[src/rtl/bitstream_modulator.sv]
// First-order sigma-delta bitstream modulator.
// Samples enter a two-entry FIFO through a valid/ready handshake. Each sample
// is held for one OSR-cycle frame while a DW-bit accumulator integrates it.
// The carry out of the accumulator is the output bit, so the ones-density of
// a frame tracks sample/2^DW. The carry feeds the 1-bit decimating filter's
// serial input directly.
module bitstream_modulator #(
    parameter int OSR = 64,
    parameter int DW  = 8
) (
    input  logic          CLK,
    input  logic          RST,
    input  logic [DW-1:0] IN_DATA,
    input  logic          IN_VALID,
    output logic          IN_READY,
    input  logic          ENABLE,
    output logic          OUT,
    output logic          FRAME,
    output logic          BUSY,
    output logic          UNDERRUN,
    output logic [7:0]    UNDER_CNT
);
    localparam int CW = $clog2(OSR);
    localparam logic [CW-1:0] CNT_LAST = CW'(OSR - 1);

    typedef enum logic {
        IDLE = 1'b0,
        RUN  = 1'b1
    } state_t;

    state_t        state_q, state_d;
    logic [DW-1:0] fifo0_q, fifo0_d;
    logic [DW-1:0] fifo1_q, fifo1_d;
    logic [1:0]    fill_q, fill_d;
    logic [DW-1:0] acc_q, acc_d;
    logic [DW-1:0] cur_q, cur_d;
    logic [CW-1:0] cnt_q, cnt_d;
    logic          out_q, out_d;
    logic          frame_q, frame_d;
    logic          underrun_q, underrun_d;
    logic [7:0]    under_cnt_q, under_cnt_d;
    logic          push;
    logic          pop;
    logic [DW:0]   sum;

    // Ready comes straight from the registered fill level so it never depends
    // on this cycle's pop.
    assign IN_READY  = (fill_q != 2'd2);
    assign push      = IN_VALID && IN_READY;

    assign OUT       = out_q;
    assign FRAME     = frame_q;
    assign BUSY      = (state_q == RUN);
    assign UNDERRUN  = underrun_q;
    assign UNDER_CNT = under_cnt_q;

    // Frame sequencer: integrate cur into acc, count frame cycles, and at a
    // frame boundary choose between stopping, loading the next sample, or
    // repeating the current one.
    always_comb begin
        state_d     = state_q;
        acc_d       = acc_q;
        cur_d       = cur_q;
        cnt_d       = cnt_q;
        out_d       = 1'b0;
        frame_d     = 1'b0;
        underrun_d  = 1'b0;
        under_cnt_d = under_cnt_q;
        pop         = 1'b0;
        sum         = {1'b0, acc_q} + {1'b0, cur_q};
        case (state_q)
            IDLE: begin
                cnt_d = '0;
                if (ENABLE && (fill_q != 2'd0)) begin
                    pop     = 1'b1;
                    cur_d   = fifo0_q;
                    state_d = RUN;
                end
            end
            RUN: begin
                acc_d   = sum[DW-1:0];
                out_d   = sum[DW];
                frame_d = (cnt_q == '0);
                cnt_d   = cnt_q + CW'(1);
                if (cnt_q == CNT_LAST) begin
                    if (!ENABLE) begin
                        state_d = IDLE;
                    end else if (fill_q != 2'd0) begin
                        pop   = 1'b1;
                        cur_d = fifo0_q;
                    end else begin
                        underrun_d = 1'b1;
                        if (under_cnt_q != 8'hFF) begin
                            under_cnt_d = under_cnt_q + 8'd1;
                        end
                    end
                end
            end
            default: state_d = IDLE;
        endcase
    end

    // Two-entry shift FIFO: slot 0 is always the head; a push lands in the
    // first slot that is free once this cycle's pop is accounted for.
    always_comb begin
        fifo0_d = fifo0_q;
        fifo1_d = fifo1_q;
        fill_d  = fill_q;
        if (pop) begin
            fifo0_d = fifo1_q;
        end
        if (push) begin
            if ((fill_q == 2'd0) || ((fill_q == 2'd1) && pop)) begin
                fifo0_d = IN_DATA;
            end else begin
                fifo1_d = IN_DATA;
            end
        end
        if (push && !pop) begin
            fill_d = fill_q + 2'd1;
        end else if (pop && !push) begin
            fill_d = fill_q - 2'd1;
        end
    end

    // Control, accumulator and output registers; async reset abandons any
    // partial frame and empties the FIFO.
    always_ff @(posedge CLK or negedge RST) begin
        if (!RST) begin
            state_q     <= IDLE;
            fill_q      <= 2'd0;
            acc_q       <= '0;
            cur_q       <= '0;
            cnt_q       <= '0;
            out_q       <= 1'b0;
            frame_q     <= 1'b0;
            underrun_q  <= 1'b0;
            under_cnt_q <= 8'd0;
        end else begin
            state_q     <= state_d;
            fill_q      <= fill_d;
            acc_q       <= acc_d;
            cur_q       <= cur_d;
            cnt_q       <= cnt_d;
            out_q       <= out_d;
            frame_q     <= frame_d;
            underrun_q  <= underrun_d;
            under_cnt_q <= under_cnt_d;
        end
    end

    // FIFO storage needs no reset: the fill level alone decides validity.
    always_ff @(posedge CLK) begin
        fifo0_q <= fifo0_d;
        fifo1_q <= fifo1_d;
    end

endmodule
[config.mk]
export PLATFORM = sky130hd
export DESIGN_NAME = bitstream_modulator
export DESIGN_NICKNAME = d
export VERILOG_FILES = /design/src/rtl/bitstream_modulator.sv
export SDC_FILE = /design/constraint.sdc
export NUM_CORES = 1
export LEC_CHECK = 0
export CAP_MARGIN = 40
export CORE_MARGIN = 2
export CORE_UTILIZATION = 60
export CTS_CLUSTER_DIAMETER = 40
export CTS_CLUSTER_SIZE = 16
export DETAILED_ROUTE_END_ITERATION = 7
export PLACE_DENSITY = 0.81
export SYNTH_ARGS = -nofsm -noshare
export SYNTH_HDL_FRONTEND = slang
export SYNTH_SLANG_ARGS = --single-unit
export TNS_END_PERCENT = 20
[constraint.sdc]
create_clock -name CLK -period 3.7 [get_ports CLK]
set_clock_uncertainty 0.05 [all_clocks]
set_input_delay 0.555 -clock CLK [delete_from_list [all_inputs] [get_ports CLK]]
set_output_delay 0.555 -clock CLK [all_outputs]
set_load 0.1 [all_outputs]
==> results.cfg, run 1 <==
[status]
outcome = finished clean

[die]
pin_count = 25
area_enclosed_by_the_die_boundary_um2 = 4770
fp-row-count = 23
die_h_um = 69.1
coreArea_um2 = 4030
dieWidth_um = 69.1
initial_core_utilization = 0.630

[detailed_routing]
dr.pass1.iters = 4
route.final.wire_length_um = 5160
postRouteAntennaNets = 0
route.vias.total = 1804
detail_route.vias_per_cell = 5.82
drcViolationCount = 0
drt-wirelength-per-cell_um = 16.7
drt_iter0_markers = 52

[worst_setup_path]
cp_data_arrival_time_ps = 1790
worstPathBufferInverterCount = 4
required_ps = 3090
crit_family = buffers and inverters
ordered_list_of_cells_on_the_worst_path = inv_1, ha_1, inv_1, clkdlybuf4s50_1, buf_8
criticalPathCategory = reg2out
critical_path.slowest_cell = sky130_fd_sc_hd__clkdlybuf4s50_1
cp.depth = 5
critical-path-top-cell-by-count = sky130_fd_sc_hd__inv_1
critPathMaxStageDelay_ps = 510
critPathLaunchType = register
reg2reg_depth = 7
setup.worst_path.end_class = output pin
crit_path_max_fanout = 3

[sta]
fmaxAchievable_mhz = 417
finalSetupViolCount = 0
finalHoldViolations = 0
final.setup.tns_ps = 0
max_slew_margin = 0.526
final_max_tran_viols = 0
finalCriticalPeriod_ps = 2400
tightestPinTransition_ps = 709
grt_setup_unrepaired = false
layout_worst_path_cycle_share = 0.648
final_critical_path_setup_slack_ps = 1300

[yosys]
post_synth_top_area_share = 0.355
synth_compound_area_frac = 0.113
synth_cells = 218
synthArstFlopShare = 0.692
syn_area_per_cell_um2 = 11.7
fraction_of_synthesized_cell_area_in_xor_and_xnor_cells = 0.0517
post_synthesis_cell_area_um2 = 2540
synth.mux.area_fraction = 0.0576
synth_top_family_by_area = simple AND/OR/NAND/NOR gates
synthDistinctLibCells = 46
yosys_warnings = 0
yosysTopAreaCell = sky130_fd_sc_hd__dfrtp_1
ys_seq_elements = 52
synth_simple_gate_area_frac = 0.156
ys_dominant_reg_cell = sky130_fd_sc_hd__dfrtp_1
syn_nets = 246
synth_fa_ha_area_frac = 0.0818
synth_edf_count = 8
synth_seq_area_share = 0.512
ys_top_cells_by_area = sky130_fd_sc_hd__dfrtp_1 (35%), sky130_fd_sc_hd__edfxtp_1 (9.5%), sky130_fd_sc_hd__ha_1 (7.4%), sky130_fd_sc_hd__dfxtp_1 (6.3%), sky130_fd_sc_hd__mux2_2 (5.8%)

[final_layout]
fin_area_um2 = 3110
layoutNonFillerInstCount = 310
final_util = 0.773
flow.area_growth_from_synthesis_pct = 22.6
antennaDiodeCount = 0
layout.cells.most_common_list = sky130_fd_sc_hd__dfrtp_1 (36), sky130_fd_sc_hd__clkdlybuf4s50_1 (23), sky130_fd_sc_hd__ha_1 (15), sky130_fd_sc_hd__nand3_1 (14)
most_common_cell_after_layout_fill_and_taps_aside = sky130_fd_sc_hd__dfrtp_1
layout-drive-gt1-share = 0.185
layout.nets = 287

[clock_tree]
cts_made_buffers = 5
clk_path_buf_depth = 2
clk-insertion-delay-late_ps = 300
path_clk_slew_ps = 90
root_buffer = sky130_fd_sc_hd__clkbuf_8
postCtsHoldBufs = 0
cts_max_level = 2
cts_tree = built
clock_sinks = 52
cts_post_setup_buffers_inserted = 0
cts_resized = 0

[power_and_ir_drop]
pwr-share-clk = 0.150
static-leakage-power_nw = 1.33
cellInternalPower_mw = 1.41
max-vdd-ir-drop_mv = 0.674
power.share.combinational = 0.438
total_switching_power_mw = 0.899
sw_frac_of_total = 0.389
power_frac_seq = 0.412
cellPowerDensity_nw_per_um2 = 743

[placed_design]
place.gp.congestion = 0.768
io_buffers = 24
dpl.cell_count = 302
placedInstanceArea_um2 = 3010
dpl.hpwl_um = 3880
place_worst_setup_slack_ps = 1090

[worst_hold_path]
worst_hold_path_type = in2async

[flow_run]
max_cap_violations = 0

[grt]
number_of_global_route_vias_before_repair = 1860
grt_pass1_wl_um = 8860
largest_net_degree_at_the_start_of_global_routing = 28
grt_overflow_total = 0
grt_usage = 0.236
initial_antenna_violation_count = 0
[cell families after synthesis]
kind of cell    after synthesis
compound gates               43
xor+xnor                     15
flops                        52
mux                          13
buf+inv                      12
fa+ha+maj                    16
simple gates                 67
[layer usage]
| metal | track usage | vias to the layer above | wire [µm] |
|---|---|---|---|
| met1 | 0.273 | 873 | 2120 |
| li1 | - | 889 | - |
| met4 | 0.0806 | 0 | 110 |
| met5 | 0 | - | 0 |
| met3 | 0.0599 | 12 | 201 |
| met2 | 0.423 | 30 | 2730 |
[layout make-up]
type	instances	area, µm²
tap	50	62.6
sequential	52	1300
timing repair buffer	38	450
clock buffer	8	100
fill	261	916
inverter	8	30.0
multi-input combinational	154	1170
[flip-flops by register name, summed over array words and instances, names as in the netlist, 2 cells and up]
name and flops:
UNDER_CNT 8, acc_q 8, cur_q 8, fifo0_q 8
fifo1_q 8, cnt_q 6, fill_q 2
[synth_stat cells, types with 3 or more instances]
cell	instances
sky130_fd_sc_hd__inv_1	7
sky130_fd_sc_hd__ha_1	15
sky130_fd_sc_hd__a21oi_1	7
sky130_fd_sc_hd__and2_1	3
sky130_fd_sc_hd__xnor2_1	11
sky130_fd_sc_hd__nor2_1	8
sky130_fd_sc_hd__nand4_1	5
sky130_fd_sc_hd__xor2_1	4
sky130_fd_sc_hd__o31ai_1	3
sky130_fd_sc_hd__mux2_2	13
sky130_fd_sc_hd__edfxtp_1	8
sky130_fd_sc_hd__dfxtp_1	8
sky130_fd_sc_hd__o21ai_0	13
sky130_fd_sc_hd__nand3_1	14
sky130_fd_sc_hd__nand2_1	7
sky130_fd_sc_hd__a31oi_1	8
sky130_fd_sc_hd__dfrtp_1	36
sky130_fd_sc_hd__and3_1	3
sky130_fd_sc_hd__o211ai_1	3
sky130_fd_sc_hd__nor3_1	11
[path summary, 6_finish.rpt]
check / startpoint / to / slack, ps
setup / recovery: fill_q[0] / IN_READY / 1300
hold / removal: RST / OUT / 70
setup reg to reg: fill_q[0] / fill_q[1] / 1430
hold reg to reg: cnt_q[0] / cnt_q[0] / 440
max in group asynchronous: RST / fill_q[0] / 3100
min in group CLK: cnt_q[0] / cnt_q[0] / 440
[metrics by stage]
step | hold WS [ps] | power, mW
3_5_place_dp | 398 | 1.97
2_1_floorplan | 209 | 1.69
3_3_place_gp | 419 | 1.87
4_1_cts | 70.3 | 2.33
6_report | 68.5 | 2.31
5_1_grt | 70.8 | 2.47
[power by group through the flow]
| stage | Combinational, mW | Sequential, mW | Clock, mW |
|---|---|---|---|
| after floorplan | 0.702 | 0.991 | 0 |
| after global placement | 0.913 | 0.953 | 0 |
| after detailed placement | 1.00 | 0.963 | 0 |
| after CTS | 1.02 | 0.954 | 0.351 |
| after global routing | 1.12 | 0.979 | 0.375 |
| final | 1.01 | 0.952 | 0.347 |
Power figures use the tool's default switching activity.
==> run 2, diff against run 1 <==
- CORE_UTILIZATION: 60 -> 56
- PLACE_DENSITY: 0.81 -> 0.76
- clock period: 3.7 -> 2.4 ns (I/O delays scaled with it)
==> results.cfg, run 2 (synthesis gave the netlist of run 1 again) <==
[clock_tree]
path_clk_slew_ps = 90
root_buffer = sky130_fd_sc_hd__clkbuf_8
cts_max_level = 2
cts_post_setup_buffers_inserted = 0
cts_made_buffers = 5
clock_sinks = 52
cts_tree = built
cts_resized = 0
clk-insertion-delay-late_ps = 300
clk_path_buf_depth = 2
postCtsHoldBufs = 0

[sta]
tightestPinTransition_ps = 791
finalSetupViolCount = 0
final.setup.tns_ps = 0
layout_worst_path_cycle_share = 0.874
finalCriticalPeriod_ps = 2100
final_max_tran_viols = 0
fmaxAchievable_mhz = 477
grt_setup_unrepaired = false
finalHoldViolations = 0
max_slew_margin = 0.473

[power_and_ir_drop]
max-vdd-ir-drop_mv = 0.638
static-leakage-power_nw = 1.27
report.power.total_mw = 3.50
cellPowerDensity_nw_per_um2 = 1210

[placed_design]
dpl.hpwl_um = 3170
place.gp.congestion = 0.726
io_buffers = 24

[detailed_routing]
drcViolationCount = 0
detail_route.vias_per_cell = 5.63
dr.pass1.iters = 4
route.vias.total = 1688
drt-wirelength-per-cell_um = 14.2
postRouteAntennaNets = 0
route.final.wire_length_um = 4260
drt_iter0_markers = 91

[final_layout]
layout.cells.most_common_list = sky130_fd_sc_hd__dfrtp_1 (36), sky130_fd_sc_hd__ha_1 (15), sky130_fd_sc_hd__buf_4 (15), sky130_fd_sc_hd__nand3_1 (14)
antennaDiodeCount = 0
layout.nets = 275
layout-drive-gt1-share = 0.198
filler_cell_count = 346
most_common_cell_after_layout_fill_and_taps_aside = sky130_fd_sc_hd__dfrtp_1
flow.area_growth_from_synthesis_pct = 13.9

[grt]
grt_usage = 0.194
grt_pass1_wl_um = 7760
initial_antenna_violation_count = 0
largest_net_degree_at_the_start_of_global_routing = 37
number_of_global_route_vias_before_repair = 1706
grt_overflow_total = 0

[worst_setup_path]
crit_path_max_fanout = 3
setup.worst_path.end_class = register
criticalPathCategory = reg2reg
cp_data_arrival_time_ps = 2240
critPathLaunchType = register
required_ps = 2540

[status]
outcome = finished clean

[die]
die_h_um = 71.3
area_enclosed_by_the_die_boundary_um2 = 5090
coreArea_um2 = 4350
initial_core_utilization = 0.583
fp-row-count = 24
pin_count = 25
dieWidth_um = 71.3

[flow_run]
max_cap_violations = 0

[worst_hold_path]
worst_hold_path_type = in2async
==> run 2: cell type report <==
| cell class | instances | area (µm²) | area share |
|---|---|---|---|
| inverter | 8 | 30.0 | 0.0104 |
| tap | 52 | 65.1 | 0.0225 |
| timing repair buffer | 26 | 218 | 0.0752 |
| clock inverter | 3 | 42.5 | 0.0147 |
| multi-input combinational | 154 | 1170 | 0.404 |
| sequential | 52 | 1300 | 0.450 |
| clock buffer | 5 | 68.8 | 0.0238 |
==> run 2: where the power goes <==
group / internal, mW / switching (mW)
registers: 1.22 / 0.234
logic: 0.628 / 0.819
clock network: 0.309 / 0.285
total: 2.16 / 1.34
==> run 2: worst max-delay path, cell delays in order (launching register included) <==
cell and delay (ps):
sky130_fd_sc_hd__dfrtp_1 390, sky130_fd_sc_hd__ha_1 250, sky130_fd_sc_hd__fa_1 410, sky130_fd_sc_hd__a21oi_1 210, sky130_fd_sc_hd__o21ai_0 150, sky130_fd_sc_hd__o31a_1 270, sky130_fd_sc_hd__o31a_1 250
==> run 2: final timing paths <==
check,startpoint,end,slack (ps),depth (start not counted)
worst max-delay path,acc_q[0],OUT,300,6
worst min-delay path,RST,cnt_q[3],80,1
worst max register to register,acc_q[0],OUT,300,6
worst min register to register,cnt_q[0],cnt_q[0],440,1
max in group asynchronous,RST,UNDER_CNT[7],1720,1
min in group CLK,cnt_q[0],cnt_q[0],440,1
==> run 2: layer usage <==
layer  global-route usage  wire length (µm)
met5                    0                 0
met4               0.0943               112
met3               0.0422               129
met2                0.289              1890
met1                0.271              2120
==> run 2: per-stage QoR <==
stage	hold WS [ps]	instance area (µm²)	setup slack (ps)	instances	utilization
after CTS	104	2890	315	300	0.665
after global routing	161	2890	176	300	0.665
after global placement	414	2780	368	292	0.639
after floorplan	14.4	2540	200	218	-
final	83.3	2890	302	300	0.665
after detailed placement	425	2780	300	292	0.639
